--- src/rtl/krnl_partialknn_sp_loader.sv ---
// Loads a stream of beats into a local single-port buffer, then replays the
// buffer a programmed number of passes through a 2-entry skid FIFO.
module krnl_partialknn_sp_loader #(
   parameter int DataWidth    = 256,
   parameter int AddressRange = 2048,
   parameter int AddressWidth = 11
) (
   input  logic                    ap_clk,
   input  logic                    ap_rst_n,
   input  logic                    start,
   input  logic [11:0]             num_beats,
   input  logic [7:0]              passes,
   output logic                    busy,
   output logic                    done,
   input  logic [DataWidth-1:0]    s_tdata,
   input  logic                    s_tvalid,
   output logic                    s_tready,
   output logic [DataWidth-1:0]    m_tdata,
   output logic                    m_tvalid,
   input  logic                    m_tready,
   output logic                    m_tlast,
   output logic [AddressWidth-1:0] mem_address0,
   output logic                    mem_ce0,
   output logic                    mem_we0,
   output logic [DataWidth-1:0]    mem_d0,
   input  logic [DataWidth-1:0]    mem_q0
);

   localparam int CntWidth = 12;
   localparam logic [CntWidth-1:0] MaxBeats = CntWidth'(AddressRange);

   typedef enum logic [2:0] {
      S_IDLE,
      S_LOAD,
      S_READ,
      S_FLUSH,
      S_DONE
   } state_t;

   state_t                state_q, state_d;
   logic [CntWidth-1:0]   nb_q, nb_d;
   logic [7:0]            passes_q, passes_d;
   logic [CntWidth-1:0]   wr_cnt_q, wr_cnt_d;
   logic [CntWidth-1:0]   rd_addr_q, rd_addr_d;
   logic [7:0]            pass_cnt_q, pass_cnt_d;
   logic                  pend_q, pend_d;
   logic                  pend_last_q, pend_last_d;
   logic                  rej_q, rej_d;
   logic [DataWidth-1:0]  fifo_data_q [2];
   logic [DataWidth-1:0]  fifo_data_d [2];
   logic [1:0]            fifo_last_q, fifo_last_d;
   logic                  fifo_wp_q, fifo_wp_d;
   logic                  fifo_rp_q, fifo_rp_d;
   logic [1:0]            fifo_cnt_q, fifo_cnt_d;

   logic start_ok;
   logic s_hs;
   logic pop;
   logic rd_issue;
   logic rd_wrap;

   always_comb begin
      start_ok = (num_beats != '0) && (num_beats <= MaxBeats) && (passes != '0);
      s_hs     = (state_q == S_LOAD) && s_tvalid;
      pop      = (fifo_cnt_q != 2'd0) && m_tready;
      // Reads only launch when a landing slot is guaranteed, ignoring a same-cycle pop.
      rd_issue = (state_q == S_READ) &&
                 (({1'b0, fifo_cnt_q} + {2'b00, pend_q}) < 3'd2);
      rd_wrap  = (rd_addr_q == nb_q - 12'd1);
   end

   always_comb begin
      busy     = (state_q == S_LOAD) || (state_q == S_READ) || (state_q == S_FLUSH);
      done     = (state_q == S_DONE) || rej_q;
      s_tready = (state_q == S_LOAD);
      m_tvalid = (fifo_cnt_q != 2'd0);
      m_tdata  = fifo_data_q[fifo_rp_q];
      m_tlast  = fifo_last_q[fifo_rp_q];

      mem_ce0      = 1'b0;
      mem_we0      = 1'b0;
      mem_address0 = '0;
      mem_d0       = '0;
      if (s_hs) begin
         mem_ce0      = 1'b1;
         mem_we0      = 1'b1;
         mem_address0 = wr_cnt_q[AddressWidth-1:0];
         mem_d0       = s_tdata;
      end else if (rd_issue) begin
         mem_ce0      = 1'b1;
         mem_address0 = rd_addr_q[AddressWidth-1:0];
      end
   end

   always_comb begin
      state_d     = state_q;
      nb_d        = nb_q;
      passes_d    = passes_q;
      wr_cnt_d    = wr_cnt_q;
      rd_addr_d   = rd_addr_q;
      pass_cnt_d  = pass_cnt_q;
      rej_d       = 1'b0;
      pend_d      = rd_issue;
      pend_last_d = rd_issue && rd_wrap;

      unique case (state_q)
         S_IDLE: begin
            if (start) begin
               if (start_ok) begin
                  nb_d     = num_beats;
                  passes_d = passes;
                  wr_cnt_d = '0;
                  state_d  = S_LOAD;
               end else begin
                  rej_d = 1'b1;
               end
            end
         end
         S_LOAD: begin
            if (s_hs) begin
               wr_cnt_d = wr_cnt_q + 12'd1;
               if (wr_cnt_q == nb_q - 12'd1) begin
                  rd_addr_d  = '0;
                  pass_cnt_d = '0;
                  state_d    = S_READ;
               end
            end
         end
         S_READ: begin
            if (rd_issue) begin
               if (rd_wrap) begin
                  rd_addr_d = '0;
                  if (pass_cnt_q == passes_q - 8'd1) begin
                     state_d = S_FLUSH;
                  end else begin
                     pass_cnt_d = pass_cnt_q + 8'd1;
                  end
               end else begin
                  rd_addr_d = rd_addr_q + 12'd1;
               end
            end
         end
         S_FLUSH: begin
            if (!pend_q && (fifo_cnt_q == 2'd0)) begin
               state_d = S_DONE;
            end
         end
         S_DONE: begin
            state_d = S_IDLE;
         end
         default: begin
            state_d = S_IDLE;
         end
      endcase
   end

   // Memory returns data one cycle after issue; that beat is pushed straight into the FIFO.
   always_comb begin
      fifo_data_d = fifo_data_q;
      fifo_last_d = fifo_last_q;
      fifo_wp_d   = fifo_wp_q;
      fifo_rp_d   = fifo_rp_q;
      if (pend_q) begin
         fifo_data_d[fifo_wp_q] = mem_q0;
         fifo_last_d[fifo_wp_q] = pend_last_q;
         fifo_wp_d              = ~fifo_wp_q;
      end
      if (pop) begin
         fifo_rp_d = ~fifo_rp_q;
      end
      fifo_cnt_d = fifo_cnt_q + {1'b0, pend_q} - {1'b0, pop};
   end

   always_ff @(posedge ap_clk) begin
      if (!ap_rst_n) begin
         state_q        <= S_IDLE;
         nb_q           <= '0;
         passes_q       <= '0;
         wr_cnt_q       <= '0;
         rd_addr_q      <= '0;
         pass_cnt_q     <= '0;
         pend_q         <= 1'b0;
         pend_last_q    <= 1'b0;
         rej_q          <= 1'b0;
         fifo_data_q[0] <= '0;
         fifo_data_q[1] <= '0;
         fifo_last_q    <= '0;
         fifo_wp_q      <= 1'b0;
         fifo_rp_q      <= 1'b0;
         fifo_cnt_q     <= '0;
      end else begin
         state_q     <= state_d;
         nb_q        <= nb_d;
         passes_q    <= passes_d;
         wr_cnt_q    <= wr_cnt_d;
         rd_addr_q   <= rd_addr_d;
         pass_cnt_q  <= pass_cnt_d;
         pend_q      <= pend_d;
         pend_last_q <= pend_last_d;
         rej_q       <= rej_d;
         fifo_data_q <= fifo_data_d;
         fifo_last_q <= fifo_last_d;
         fifo_wp_q   <= fifo_wp_d;
         fifo_rp_q   <= fifo_rp_d;
         fifo_cnt_q  <= fifo_cnt_d;
      end
   end

endmodule

--- config.mk ---
export PLATFORM = sky130hd
export DESIGN_NAME = krnl_partialknn_sp_loader
export DESIGN_NICKNAME = d
export VERILOG_FILES = /design/src/rtl/krnl_partialknn_sp_loader.sv
export SDC_FILE = /design/constraint.sdc
export NUM_CORES = 1
export LEC_CHECK = 0
export BUFFER_PORTS_ARGS = -buffer_cell sky130_fd_sc_hd__clkbuf_2
export CAP_MARGIN = 20
export CELL_PAD_IN_SITES_DETAIL_PLACEMENT = 1
export CELL_PAD_IN_SITES_GLOBAL_PLACEMENT = 1
export CORE_AREA = 5 5 411 413
export CTS_BUF_LIST = sky130_fd_sc_hd__clkbuf_2
export CTS_CLUSTER_SIZE = 10
export DETAILED_ROUTE_END_ITERATION = 12
export DIE_AREA = 0 0 416 418
export PLACE_DENSITY_LB_ADDON = 0.1
export SYNTH_ARGS = -nofsm -noshare
export SYNTH_HDL_FRONTEND = slang
export SYNTH_SLANG_ARGS = --single-unit
--- constraint.sdc ---
create_clock -name ap_clk -period 4.1 [get_ports ap_clk]
set_input_delay 0 -clock ap_clk [delete_from_list [all_inputs] [get_ports ap_clk]]
set_output_delay 0 -clock ap_clk [all_outputs]
set_load 0.01 [all_outputs]
==> qor.yml, run 1 <==
clock_network:
  cts-root-buf: "clkbuf_2"
  cts_setup_buffers: 0
  cts_made_buffers: 185
  clk_path_buf_depth: 3
  cts_hold_buf: 1337
  cts.sinks: 576
  h-tree-depth: 4
  ctsResizeCount: 1
run_status:
  status: "aborted with a tool error"
  haltStage: "clock tree synthesis (4_1_cts)"
  tool.error: "[ERROR RSZ-0060] Max buffer count reached."
synthesis:
  synthSimpleGateAreaFrac: 0.259
  syn-cell-area_um2: 26500
  synthXorXnorAreaFrac: 0.0174
  syn_area_per_cell_um2: 7.93
  async_flop_share: 0
  yosys_warnings: 0
  synth_compound_area_frac: 0.124
  synthesis.nets: 3890
  ys_ff_latch: 576
  synthMuxAreaShare: 0.119
  synth_edf_count: 0
  synth-seq-area-share: 0.435
  synth.distinct_cells: 70
  synth_top_family_by_area: "simple AND/OR/NAND/NOR gates"
  synthCells: 3346
  ys.flop_type: "dfxtp_1"
  synthAdderAreaFrac: 0.00330
die:
  boundaryPins: 1067
  fp.dieH_um: 418
  row_count: 149
  die_width_um: 416
  initial_utilization: 0.161
place:
  place.gp.congestion: 0.981
  hpwl_um: 127000
  io_buffers: 1066
==> logic make-up after synthesis <==
group,Yosys count
multiplexers,283
buffers and inverters,289
AO/OA/AOI/OAI,613
flip-flops,576
AND/OR/NAND/NOR,1527
adder cells (fa/ha/maj),7
XOR/XNOR,51
==> per-stage QoR <==
step,instances,util,worst slack [ps],hold WS (ps),instance area [um^2]
after floorplan,3346,-,869,136,26500
after detailed placement,6375,0.208,521,246,34200
after global placement,6375,0.208,577,242,34200
==> cell usage after synthesis (12+ instances only) <==
library cell  number  area [um^2]
mux2_2           257         2890
xnor2_1           28          245
buf_1             12         45.0
xor2_1            22          193
clkbuf_1         251          942
nor2_1            46          173
and2_1           264         1650
a21oi_1          533         2670
nor4_1            16          100
dfxtp_1          576        11500
nand3_1           28          140
mux2i_1           26          260
nand2_1         1052         3950
inv_1             19         71.3
nand4_1           13         81.3
nor3_1            19         95.1
==> run 2, diff against run 1 <==
==> config.mk (replaced) <==
export PLATFORM = sky130hd
export DESIGN_NAME = krnl_partialknn_sp_loader
export DESIGN_NICKNAME = d
export VERILOG_FILES = /design/src/rtl/krnl_partialknn_sp_loader.sv
export SDC_FILE = /design/constraint.sdc
export NUM_CORES = 1
export LEC_CHECK = 0
export BUFFER_PORTS_ARGS = -buffer_cell sky130_fd_sc_hd__clkbuf_2
export CAP_MARGIN = 20
export CORE_AREA = 5 5 408 410
export DETAILED_ROUTE_END_ITERATION = 12
export DIE_AREA = 0 0 413 415
export PLACE_DENSITY_LB_ADDON = 0.15
export SYNTH_ARGS = -nofsm -noshare
export SYNTH_HDL_FRONTEND = slang
export SYNTH_SLANG_ARGS = --single-unit
==> qor.yml, run 2 <==
run_status:
  status: "completed"
synthesis:
  synthTopCellsByCount: "1052 x nand2_1, 576 x dfxtp_1, 533 x a21oi_1"
  synth_top_cell_area_share: 0.435  # unchanged
  yosys.area.top_type: "dfxtp_1"
  synth.area.top_cells: "dfxtp_1 43%, nand2_1 15%, mux2_2 11%"
  synth.distinct_cells: 70  # unchanged
  ys.flop_type: "dfxtp_1"
  yosys_warnings: 0  # unchanged
  syn_area_per_cell_um2: 7.93  # unchanged
  synth_edf_count: 0  # unchanged
  synthCells: 3346  # unchanged
  synthesis.nets: 3890  # unchanged
  syn-cell-area_um2: 26500  # unchanged
  synth.most_common_cell: "nand2_1"
  synth-seq-area-share: 0.435  # unchanged
  async_flop_share: 0  # unchanged
  ys_ff_latch: 576  # unchanged
die:
  die_area_um2: 171000
  initial_utilization: 0.164  # +0.00239
  boundaryPins: 1067  # unchanged
  row_count: 148  # -0.67%
  coreArea_um2: 162000
  fp.dieH_um: 415  # -0.72%
  die_width_um: 413  # -0.72%
power_and_ir_drop:
  switchingPower_mw: 4.04
  clkPwrFrac: 0.484
  power_mw: 14.6
  total_leakage_power_nw: 16.4
  p_comb_frac: 0.127
  pwr-share-seq: 0.389
  max-vdd-ir-drop_uv: 287
  powerDensity_nw_per_um2: 363
  p_int_mw: 10.6
  power_switching_share: 0.276
cells_and_area:
  regMostFlops: "fifo_data_q"
  drive_gt1_frac: 0.332
  final_cell_mix: "1066 x clkbuf_2, 1051 x nand2_1, 575 x dfxtp_1"
  largest_reg_flops: 512
  final_nets: 5115
  final_common_cell: "clkbuf_2"
  fillers: 18300
  finalNonFillerCells: 7024
  area_growth_pct: 52.0
sta:
  drv_slew: 0
  tightest_slew_ps: 1210
  slew_headroom: 0.194
  fin_setup_tns_ps: 0
  setup_slack_ps: 567
  setup_viol: 0
  fmax_mhz: 283
  hold_viol: 0
  min_period_ps: 3530
  rsz0062_at_grt: "false"
  period_share: 0.862
  fin_skew_ps: 54.3
clock_network:
  clk_path_buf_depth: 3  # unchanged
  clk_latency_ps: 690
  h-tree-depth: 3  # -1
  cts_setup_buffers: 0  # unchanged
  cts_made_buffers: 79  # -57%
  cts.sinks: 576  # unchanged
  cts-root-buf: "clkbuf_16"
  cts.clk_slew.worst_paths_ps: 60
  cts_tree: "yes"
grt:
  grt_max_degree: 269
  antenna_found_initial: 149
  grt_overflow_total: 0
  grt_pass1_vias: 28500
  grt_usage: 0.198
  grt_first_pass_wirelength_um: 239000
routing:
  wire_per_inst_um: 25.3
  drc: 0
  num_vias: 28900
  drtIter0Drc: 1622
  ant_nets: 0
  routed_wl_um: 178000
  vias_per_cell: 4.12
  drt_first_pass_iters: 5
run:
  drv_cap: 0
place:
  hpwl_um: 140000  # +9.7%
  place.gp.congestion: 0.974  # -0.67%
  dp.cells: 6386  # +0.17%
  io_buffers: 1066  # unchanged
  dpl_worst_slack_ps: 605  # +84.0 ps
critical_path:
  cp-start-kind: "flip-flop"
  worstPathArrival_ps: 4090
  worst-path-max-fanout: 13
  r2r_setup_slack_ps: 570
  critPathKind: "reg2reg"
  worstSetupEndpointType: "flip-flop"
  cp_data_required_time_ps: 4660
worst_hold_path:
  hold_class: "in2reg"
run 2: final timing paths:
| kind | from | end | cells after the start |
|---|---|---|---|
| setup reg to reg | nb_q[4] | pass_cnt_q[6] | 7 |
| hold / removal | mem_q0[118] | fifo_data_q[118] | 4 |
| setup / recovery | nb_q[4] | pass_cnt_q[6] | 7 |
| hold reg to reg | fifo_data_q[113] | fifo_data_q[113] | 2 |
run 2: cell families after synthesis:
family / share of synthesized area
mux: 0.119
xor+xnor: 0.0174
simple gates: 0.259
flops: 0.435
buf+inv: 0.0425
fa+ha+maj: 0.00330
compound gates: 0.124
run 2: final cells by class:
type | instances | area (um^2) | area share
clock inverter | 22 | 325 | 0.00807
antenna | 216 | 541 | 0.0134
timing repair buffer | 1412 | 8870 | 0.220
multi-input combinational | 2481 | 13900 | 0.345
inverter | 21 | 91.3 | 0.00227
sequential | 576 | 11500 | 0.286
clock buffer | 121 | 2340 | 0.0582
tap | 2175 | 2720 | 0.0675
run 2: metal layers:
metal	vias up	global-route usage	routed length, um
li1	13800	-	-
met1	13700	0.202	63500
met2	1047	0.343	87800
met5	-	0	159
met3	356	0.0634	13500
met4	24	0.131	12600
run 2: power by group through the flow:
stage                     combinational (mW)  sequential [mW]  clock, mW
after floorplan                        0.783             5.75          0
after global placement                  1.63             5.82          0
after detailed placement                1.62             5.82          0
after CTS                               1.88             5.70       7.39
after global routing                    1.97             5.70       7.59
final                                   1.85             5.70       7.08
run 2: stage by stage:
step                cell area, um^2  hold WS [ps]   util
floorplan                     26500           136      -
global placement              34300           238  0.212
detailed placement            34300           243  0.212
CTS                           39800         0.949  0.245
global route                  40200          43.9  0.248
finish                        40300          97.1  0.249
run 2: critical path: stages, from the launching register on:
cell      delay [ps]
dfxtp_1          450
nor4_1           850
a21oi_1          180
a211o_1          260
or4b_1           480
or4b_4           580
or4_1            540
o211ai_1          90
run 2: repair_timing:
item                      in CTS  in global routing
resized for setup              0                  0
hold endpoints to repair     542                  0
hold buffers                 279                  0
Note: power is estimated with default switching activity, not from simulation.
